`src/rtl/issue_queue_if.sv`:
```
// Issue queue bundle: dispatch, wakeup, arbiter and issue signals.
// The queue is the slave side; dispatch/arbiter/writeback form the master.
interface issue_queue_if #(
    parameter int OPCODE_WIDTH  = 7,
    parameter int AGE_WIDTH     = 5,
    parameter int PREG_WIDTH    = 6,
    parameter int PAYLOAD_WIDTH = 64,
    parameter int WB_PORTS      = 2
) ();
    logic                                 flush;
    logic                                 dis_valid;
    logic                                 dis_ready;
    logic [OPCODE_WIDTH-1:0]              dis_op;
    logic [PREG_WIDTH-1:0]                dis_src1;
    logic [PREG_WIDTH-1:0]                dis_src2;
    logic                                 dis_src1_rdy;
    logic                                 dis_src2_rdy;
    logic [PREG_WIDTH-1:0]                dis_dst;
    logic [PAYLOAD_WIDTH-1:0]             dis_payload;
    logic [WB_PORTS-1:0]                  wb_valid;
    logic [WB_PORTS*PREG_WIDTH-1:0]       wb_tag;
    logic [15:0]                          iq_req;
    logic [15:0][OPCODE_WIDTH-1:0]        iq_op;
    logic [15:0][AGE_WIDTH-1:0]           iq_age;
    logic                                 grant;
    logic [3:0]                           grant_addr;
    logic                                 issue_valid;
    logic [OPCODE_WIDTH-1:0]              issue_op;
    logic [PREG_WIDTH-1:0]                issue_src1;
    logic [PREG_WIDTH-1:0]                issue_src2;
    logic [PREG_WIDTH-1:0]                issue_dst;
    logic [PAYLOAD_WIDTH-1:0]             issue_payload;
    logic [4:0]                           iq_count;

    modport slave (
        input  flush, dis_valid, dis_op, dis_src1, dis_src2,
        input  dis_src1_rdy, dis_src2_rdy, dis_dst, dis_payload,
        input  wb_valid, wb_tag, grant, grant_addr,
        output dis_ready, iq_req, iq_op, iq_age, iq_count,
        output issue_valid, issue_op, issue_src1, issue_src2,
        output issue_dst, issue_payload
    );

    modport master (
        output flush, dis_valid, dis_op, dis_src1, dis_src2,
        output dis_src1_rdy, dis_src2_rdy, dis_dst, dis_payload,
        output wb_valid, wb_tag, grant, grant_addr,
        input  dis_ready, iq_req, iq_op, iq_age, iq_count,
        input  issue_valid, issue_op, issue_src1, issue_src2,
        input  issue_dst, issue_payload
    );
endinterface

```
`src/rtl/issue_queue.sv`:
```
// 16-entry out-of-order issue queue with tag wakeup and dense age ordering.
// Ages stay a compact 0..count-1 sequence; issue closes the gap above it.
module issue_queue #(
    parameter int OPCODE_WIDTH  = 7,
    parameter int AGE_WIDTH     = 5,
    parameter int PREG_WIDTH    = 6,
    parameter int PAYLOAD_WIDTH = 64,
    parameter int WB_PORTS      = 2
) (
    input logic          clk,
    input logic          rst_n,
    issue_queue_if.slave iq
);
    localparam int N = 16;

    logic [N-1:0]             vld_q, vld_d;
    logic [N-1:0]             r1_q, r1_d;
    logic [N-1:0]             r2_q, r2_d;
    logic [OPCODE_WIDTH-1:0]  op_q   [N];
    logic [OPCODE_WIDTH-1:0]  op_d   [N];
    logic [PREG_WIDTH-1:0]    s1_q   [N];
    logic [PREG_WIDTH-1:0]    s1_d   [N];
    logic [PREG_WIDTH-1:0]    s2_q   [N];
    logic [PREG_WIDTH-1:0]    s2_d   [N];
    logic [PREG_WIDTH-1:0]    dst_q  [N];
    logic [PREG_WIDTH-1:0]    dst_d  [N];
    logic [PAYLOAD_WIDTH-1:0] pay_q  [N];
    logic [PAYLOAD_WIDTH-1:0] pay_d  [N];
    logic [AGE_WIDTH-1:0]     age_q  [N];
    logic [AGE_WIDTH-1:0]     age_d  [N];
    logic [4:0]               count_q, count_d;

    logic                     iv_q;
    logic [OPCODE_WIDTH-1:0]  iop_q;
    logic [PREG_WIDTH-1:0]    is1_q, is2_q, idst_q;
    logic [PAYLOAD_WIDTH-1:0] ipay_q;

    logic [N-1:0]             req;
    logic                     iss_fire;
    logic                     dis_fire;
    logic [3:0]               free_idx;
    logic [AGE_WIDTH-1:0]     iss_age;

    function automatic logic wake(
        input logic [WB_PORTS-1:0]            v,
        input logic [WB_PORTS*PREG_WIDTH-1:0] t,
        input logic [PREG_WIDTH-1:0]          s
    );
        logic hit;
        hit = 1'b0;
        for (int k = 0; k < WB_PORTS; k++) begin
            if (v[k] && t[k*PREG_WIDTH +: PREG_WIDTH] == s) hit = 1'b1;
        end
        return hit;
    endfunction

    // Arbiter-facing view and fire conditions, from registered state only.
    always_comb begin
        req      = vld_q & r1_q & r2_q;
        iss_fire = iq.grant && req[iq.grant_addr] && !iq.flush;
        dis_fire = iq.dis_valid && (count_q != 5'd16) && !iq.flush;
        iss_age  = age_q[iq.grant_addr];
        free_idx = 4'd0;
        for (int i = N - 1; i >= 0; i--) begin
            if (!vld_q[i]) free_idx = 4'(i);
        end
        iq.dis_ready = (count_q != 5'd16);
        iq.iq_req    = req;
        iq.iq_count  = count_q;
        iq.iq_op     = '0;
        iq.iq_age    = '0;
        for (int i = 0; i < N; i++) begin
            iq.iq_op[i]  = vld_q[i] ? op_q[i]  : '0;
            iq.iq_age[i] = vld_q[i] ? age_q[i] : '0;
        end
        iq.issue_valid   = iv_q;
        iq.issue_op      = iop_q;
        iq.issue_src1    = is1_q;
        iq.issue_src2    = is2_q;
        iq.issue_dst     = idst_q;
        iq.issue_payload = ipay_q;
    end

    // Entry next state: flush, wakeup, age compaction, free, allocate.
    always_comb begin
        vld_d   = vld_q;
        r1_d    = r1_q;
        r2_d    = r2_q;
        op_d    = op_q;
        s1_d    = s1_q;
        s2_d    = s2_q;
        dst_d   = dst_q;
        pay_d   = pay_q;
        age_d   = age_q;
        count_d = count_q;
        if (iq.flush) begin
            vld_d   = '0;
            r1_d    = '0;
            r2_d    = '0;
            count_d = '0;
            for (int i = 0; i < N; i++) age_d[i] = '0;
        end else begin
            for (int i = 0; i < N; i++) begin
                if (vld_q[i]) begin
                    if (wake(iq.wb_valid, iq.wb_tag, s1_q[i])) r1_d[i] = 1'b1;
                    if (wake(iq.wb_valid, iq.wb_tag, s2_q[i])) r2_d[i] = 1'b1;
                    if (iss_fire && age_q[i] > iss_age)
                        age_d[i] = age_q[i] - 1'b1;
                end
            end
            if (iss_fire) begin
                vld_d[iq.grant_addr] = 1'b0;
                r1_d[iq.grant_addr]  = 1'b0;
                r2_d[iq.grant_addr]  = 1'b0;
                age_d[iq.grant_addr] = '0;
            end
            if (dis_fire) begin
                vld_d[free_idx] = 1'b1;
                op_d[free_idx]  = iq.dis_op;
                s1_d[free_idx]  = iq.dis_src1;
                s2_d[free_idx]  = iq.dis_src2;
                dst_d[free_idx] = iq.dis_dst;
                pay_d[free_idx] = iq.dis_payload;
                r1_d[free_idx]  = iq.dis_src1_rdy ||
                                  wake(iq.wb_valid, iq.wb_tag, iq.dis_src1);
                r2_d[free_idx]  = iq.dis_src2_rdy ||
                                  wake(iq.wb_valid, iq.wb_tag, iq.dis_src2);
                age_d[free_idx] = AGE_WIDTH'(count_q - 5'(iss_fire));
            end
            count_d = count_q + 5'(dis_fire) - 5'(iss_fire);
        end
    end

    // Entry storage and occupancy count.
    always_ff @(posedge clk or negedge rst_n) begin
        if (!rst_n) begin
            vld_q   <= '0;
            r1_q    <= '0;
            r2_q    <= '0;
            count_q <= '0;
            for (int i = 0; i < N; i++) begin
                op_q[i]  <= '0;
                s1_q[i]  <= '0;
                s2_q[i]  <= '0;
                dst_q[i] <= '0;
                pay_q[i] <= '0;
                age_q[i] <= '0;
            end
        end else begin
            vld_q   <= vld_d;
            r1_q    <= r1_d;
            r2_q    <= r2_d;
            count_q <= count_d;
            op_q    <= op_d;
            s1_q    <= s1_d;
            s2_q    <= s2_d;
            dst_q   <= dst_d;
            pay_q   <= pay_d;
            age_q   <= age_d;
        end
    end

    // Issue port register: one-cycle pulse per accepted grant.
    always_ff @(posedge clk or negedge rst_n) begin
        if (!rst_n) begin
            iv_q   <= 1'b0;
            iop_q  <= '0;
            is1_q  <= '0;
            is2_q  <= '0;
            idst_q <= '0;
            ipay_q <= '0;
        end else begin
            iv_q <= iss_fire;
            if (iss_fire) begin
                iop_q  <= op_q[iq.grant_addr];
                is1_q  <= s1_q[iq.grant_addr];
                is2_q  <= s2_q[iq.grant_addr];
                idst_q <= dst_q[iq.grant_addr];
                ipay_q <= pay_q[iq.grant_addr];
            end
        end
    end
endmodule

```
`src/flat_wrapper.sv`:
```
// flat-port wrapper written by rule: the top's interface ports become plain ports
module issue_queue_flat 
#(
    parameter int OPCODE_WIDTH  = 7,
    parameter int AGE_WIDTH     = 5,
    parameter int PREG_WIDTH    = 6,
    parameter int PAYLOAD_WIDTH = 64,
    parameter int WB_PORTS      = 2
)
  (clk, rst_n, iq_flush, iq_dis_valid, iq_dis_op, iq_dis_src1, iq_dis_src2, iq_dis_src1_rdy, iq_dis_src2_rdy, iq_dis_dst, iq_dis_payload, iq_wb_valid, iq_wb_tag, iq_grant, iq_grant_addr, iq_dis_ready, iq_iq_req, iq_iq_op, iq_iq_age, iq_iq_count, iq_issue_valid, iq_issue_op, iq_issue_src1, iq_issue_src2, iq_issue_dst, iq_issue_payload);
  issue_queue_if #(.OPCODE_WIDTH(OPCODE_WIDTH), .AGE_WIDTH(AGE_WIDTH), .PREG_WIDTH(PREG_WIDTH), .PAYLOAD_WIDTH(PAYLOAD_WIDTH), .WB_PORTS(WB_PORTS)) iq_i ();
  input logic clk;
  input logic rst_n;
  input wire logic [$bits(iq_i.flush)-1:0] iq_flush;
  input wire logic [$bits(iq_i.dis_valid)-1:0] iq_dis_valid;
  input wire logic [$bits(iq_i.dis_op)-1:0] iq_dis_op;
  input wire logic [$bits(iq_i.dis_src1)-1:0] iq_dis_src1;
  input wire logic [$bits(iq_i.dis_src2)-1:0] iq_dis_src2;
  input wire logic [$bits(iq_i.dis_src1_rdy)-1:0] iq_dis_src1_rdy;
  input wire logic [$bits(iq_i.dis_src2_rdy)-1:0] iq_dis_src2_rdy;
  input wire logic [$bits(iq_i.dis_dst)-1:0] iq_dis_dst;
  input wire logic [$bits(iq_i.dis_payload)-1:0] iq_dis_payload;
  input wire logic [$bits(iq_i.wb_valid)-1:0] iq_wb_valid;
  input wire logic [$bits(iq_i.wb_tag)-1:0] iq_wb_tag;
  input wire logic [$bits(iq_i.grant)-1:0] iq_grant;
  input wire logic [$bits(iq_i.grant_addr)-1:0] iq_grant_addr;
  output wire logic [$bits(iq_i.dis_ready)-1:0] iq_dis_ready;
  output wire logic [$bits(iq_i.iq_req)-1:0] iq_iq_req;
  output wire logic [$bits(iq_i.iq_op)-1:0] iq_iq_op;
  output wire logic [$bits(iq_i.iq_age)-1:0] iq_iq_age;
  output wire logic [$bits(iq_i.iq_count)-1:0] iq_iq_count;
  output wire logic [$bits(iq_i.issue_valid)-1:0] iq_issue_valid;
  output wire logic [$bits(iq_i.issue_op)-1:0] iq_issue_op;
  output wire logic [$bits(iq_i.issue_src1)-1:0] iq_issue_src1;
  output wire logic [$bits(iq_i.issue_src2)-1:0] iq_issue_src2;
  output wire logic [$bits(iq_i.issue_dst)-1:0] iq_issue_dst;
  output wire logic [$bits(iq_i.issue_payload)-1:0] iq_issue_payload;
  assign iq_i.flush = iq_flush;
  assign iq_i.dis_valid = iq_dis_valid;
  assign iq_i.dis_op = iq_dis_op;
  assign iq_i.dis_src1 = iq_dis_src1;
  assign iq_i.dis_src2 = iq_dis_src2;
  assign iq_i.dis_src1_rdy = iq_dis_src1_rdy;
  assign iq_i.dis_src2_rdy = iq_dis_src2_rdy;
  assign iq_i.dis_dst = iq_dis_dst;
  assign iq_i.dis_payload = iq_dis_payload;
  assign iq_i.wb_valid = iq_wb_valid;
  assign iq_i.wb_tag = iq_wb_tag;
  assign iq_i.grant = iq_grant;
  assign iq_i.grant_addr = iq_grant_addr;
  assign iq_dis_ready = iq_i.dis_ready;
  assign iq_iq_req = iq_i.iq_req;
  assign iq_iq_op = iq_i.iq_op;
  assign iq_iq_age = iq_i.iq_age;
  assign iq_iq_count = iq_i.iq_count;
  assign iq_issue_valid = iq_i.issue_valid;
  assign iq_issue_op = iq_i.issue_op;
  assign iq_issue_src1 = iq_i.issue_src1;
  assign iq_issue_src2 = iq_i.issue_src2;
  assign iq_issue_dst = iq_i.issue_dst;
  assign iq_issue_payload = iq_i.issue_payload;
  issue_queue #(.OPCODE_WIDTH(OPCODE_WIDTH), .AGE_WIDTH(AGE_WIDTH), .PREG_WIDTH(PREG_WIDTH), .PAYLOAD_WIDTH(PAYLOAD_WIDTH), .WB_PORTS(WB_PORTS)) u_core (.clk(clk), .rst_n(rst_n), .iq(iq_i));
endmodule
```
`config.mk`:
```
export PLATFORM = sky130hd
export DESIGN_NAME = issue_queue_flat
export DESIGN_NICKNAME = d
export VERILOG_FILES = /design/src/rtl/issue_queue_if.sv /design/src/rtl/issue_queue.sv /design/src/flat_wrapper.sv
export SDC_FILE = /design/constraint.sdc
export NUM_CORES = 2
export LEC_CHECK = 0
export BUFFER_PORTS_ARGS = -buffer_cell sky130_fd_sc_hd__buf_4
export CAP_MARGIN = 20
export CORE_MARGIN = 1.5
export CORE_UTILIZATION = 50
export CTS_BUF_LIST = sky130_fd_sc_hd__clkbuf_8
export CTS_CLUSTER_SIZE = 10
export DETAILED_ROUTE_END_ITERATION = 7
export PLACE_DENSITY = 0.67
export SLEW_MARGIN = 5
export SYNTH_ARGS = -nofsm -noshare
export SYNTH_HDL_FRONTEND = slang
export SYNTH_SLANG_ARGS = --single-unit
export TNS_END_PERCENT = 100
```
`constraint.sdc`:
```
create_clock -name clk -period 9.8 [get_ports clk]
set_clock_uncertainty 0.15 [all_clocks]
set_input_delay 2.45 -clock clk [delete_from_list [all_inputs] [get_ports clk]]
set_output_delay 2.45 -clock clk [all_outputs]
set_load 0.005 [all_outputs]
```
==> results by group <==
Run status
  • Status: complete, but fails checks
  • Failing checks: design-rule violations

Power and ir drop
  • Internal power: 11.35 mW
  • Switching Fraction: 26.74%
  • Power Density: 166.0 mW/mm²
  • Comb pwr share: 11.0%
  • Sequential power share: 48.3%
  • Switch Pwr: 4.143 mW
  • P_leak: 47.62 nW
  • Peak supply drop: 0.1456 mV
  • Clock Power Share: 40.6%

Synth
  • Asr flop ratio synth: 100.0%
  • Synth Flop Type: dfrtp_1
  • Register bit total from synthesis: 1647
  • Synth Cell Area: 0.08315 mm²
  • Seq/Total Area, Yosys: 49.56%
  • Syn Nets: 8302
  • Area leader, netlist: dfrtp_1
  • Netlist cell types: 61
  • Yosys top cell area share: 49.56%
  • Ys Warns: 0
  • Cell count after synthesis: 8081
  • EDFF count, synth: 0
  • Avg Inst Size Synth: 10.29 µm²
  • Dominant cells by area after synthesis: dfrtp_1 (50%), nand2_1 (15%), mux4_2 (13%)

Worst setup path
  • CP max FO: 93
  • Worst setup path category: primary input to register
  • CP startpoint kind: primary input
  • Critical path data required time: 10.50 ns
  • Crit path capture type: register
  • Worst EP arrival: 7.55 ns

Clocking
  • CTS Buffer Depth: 4
  • Post-CTS repair timing setup buffer count: 0
  • Clk_lat worst skew: 1.07 ns
  • CTS-repair resized insts: 0
  • Clk sink count: 1647
  • Root Buffer: clkbuf_8
  • Num CTS Buffers: 294
  • CTS tree: built
  • Hold-fix buffers at CTS: 0
  • H-tree Lvls: 5
  • Clk slew on worst S/H paths: 0.06 ns

Route
  • DR DRC count: 100
  • WL per Instance: 26.37 µm
  • DRT iter0 DRCs: 7404
  • Routed vias/inst: 6.022
  • Vias: 64.22k
  • Final ANT Viol Nets: 0
  • Final WL: 281.2 mm
  • First-pass DRT Iterations: 8

Cells and area
  • Non-filler cells in the finished layout: 10.66k
  • Area growth syn-to-layout: 12.24%
  • Fillcell total: 14.09k
  • Register area: 0.04121 mm²
  • Most frequent cells in the layout: nand2_1 (3318), dfrtp_1 (1647), buf_4 (492), mux4_2 (470), mux2_2 (446)
  • Multi-input gate area: 0.03938 mm²
  • Post-layout nets: 8489
  • Most common cell after layout, fill and taps aside: nand2_1
  • Core Util, Final: 56.57%
  • Layout cell share with drive strength beyond 1: 22.06%

Placed design
  • Placed Cells: 10.16k
  • PortBufs: 417
  • RePlAce Congestion: 0.9408
  • HPWL Detailed: 160.7 mm

STA
  • Final slew viol count: 0
  • Final worst path period need: 6.851 ns
  • Final setup fails: 0
  • Final setup TNS: 0 ns
  • Least-Margin Pin Slew: 1.256 ns
  • Slew Limit Headroom: 15.20%
  • Worst hold margin: 0.3114 ns
  • Max Clock Freq: 146.0 MHz
  • Final period util: 69.90%
  • RSZ-0062 raised after global routing: no
  • Hold Vio Cnt, Final: 0

Worst hold path
  • Hold/Removal Path Class: register to register

Floorplan
  • Initial Utilization: 50.40%
  • Io pins: 418
  • Die width: 410.8 µm
  • Die Y: 410.8 µm
  • Core Area: 0.1650 mm²
  • Rows: 149
  • Die ar.: 0.1688 mm²

GRT
  • Global route overflow: 0
  • Largest net degree at the start of global routing: 180
  • Initial antenna violation count: 18
  • Vias in the first global route: 64.81k
  • Tot GR Track Use: 33.36%
  • First-pass GRT wire length: 420.3 mm

Flow run
  • Max-cap violations: 0
-- power groups by stage --
stage	logic, mW	clock network, mW	registers [mW]
final	1.71	6.30	7.49
after floorplan	1.08	0	7.49
after CTS	1.70	6.37	7.48
after global routing	1.84	6.69	7.53
after global placement	1.65	0	7.57
after detailed placement	1.70	0	7.59
-- layer usage --
metal  track usage, %  part of all wire [%]
met1            44.15                    39
met3            7.306                   9.7
met4            16.43                   5.1
met2            52.20                    46
met5                0                 0.029
-- area by class of cell --
cell class | instances | area share, %
antenna | 12 | 0.03217
clock inverter | 121 | 0.5939
timing repair buffer | 516 | 4.414
tap | 2189 | 2.934
inverter | 57 | 0.2346
multi-input combinational | 5752 | 42.19
clock buffer | 369 | 5.441
sequential | 1647 | 44.16
-- sequential cells by signal, summed over array words and instances (netlist names) --
name                     flops
u_core.r1_q                 16
u_core.iq.issue_dst          6
u_core.iq.iq_count           5
u_core.iq.issue_payload     64
u_core.s1_q                 96
u_core.iq.issue_valid        1
u_core.op_q                112
u_core.s2_q                 96
u_core.iq.issue_op           7
u_core.age_q                80
u_core.r2_q                 16
u_core.dst_q                96
u_core.pay_q              1024
u_core.vld_q                16
u_core.iq.issue_src1         6
u_core.iq.issue_src2         6
-- cells in the mapped netlist, types with 3 or more instances --
library cell / n
nand2b_1: 32
nor3b_1: 5
o21ai_0: 43
xor2_1: 238
mux2_2: 446
buf_6: 3
mux4_2: 470
nand3_1: 83
nor2_1: 51
a22oi_1: 5
and2_1: 191
and3_1: 28
buf_1: 65
clkbuf_1: 446
nand4_1: 99
nor2b_1: 20
o22ai_1: 74
nor4_1: 53
xnor2_1: 238
ha_1: 106
a221oi_1: 3
o221ai_1: 4
dfrtp_1: 1647
or4_1: 14
or2_2: 4
o41ai_1: 14
nand2_1: 3325
o21a_1: 19
and2_0: 4
inv_1: 57
a21oi_1: 82
o211ai_1: 9
nor3_1: 30
buf_2: 110
or3_1: 29
and4_1: 5
-- logic make-up after synthesis --
kind of cell             share of synthesized area (%)
AND/OR/NAND/NOR                                  19.74
flip-flops                                       49.56
multiplexers                                     18.77
buffers and inverters                            3.276
XOR/XNOR                                         5.014
AO/OA/AOI/OAI                                    2.021
adder cells (fa/ha/maj)                          1.619
-- critical path: stages --
cell     delay [ns]
buf_8          0.61
nor2b_4        0.37
a22oi_1        0.12
and3_1         0.22
or4_4          0.82
inv_6          0.77
buf_4          0.79
nand3_1        0.39
nand3_1        0.39
o22ai_1        0.15
-- per-stage QoR --
stage	setup WS [ns]	cell area (µm²)	total power [mW]
6_report	2.949	93340	15.49
2_1_floorplan	3.194	83150	8.571
4_1_cts	3.276	93280	15.55
5_1_grt	2.927	93330	16.06
3_5_place_dp	2.186	87650	9.292
3_3_place_gp	2.220	87600	9.220
-- final timing paths --
kind,start,slack (ns),depth (start not counted),to
setup / recovery,iq_grant_addr[1],2.95,10,u_core.age_q[74]
hold / removal,u_core.pay_q[372],0.31,2,u_core.pay_q[372]
hold reg to reg,u_core.pay_q[372],0.31,2,u_core.pay_q[372]
setup reg to reg,u_core.vld_q[3],4.00,10,u_core.age_q[74]
max in group asynchronous,rst_n,6.11,3,u_core.pay_q[622]
min in group asynchronous,rst_n,1.25,1,u_core.pay_q[459]
Note: power is estimated with default switching activity, not from simulation.
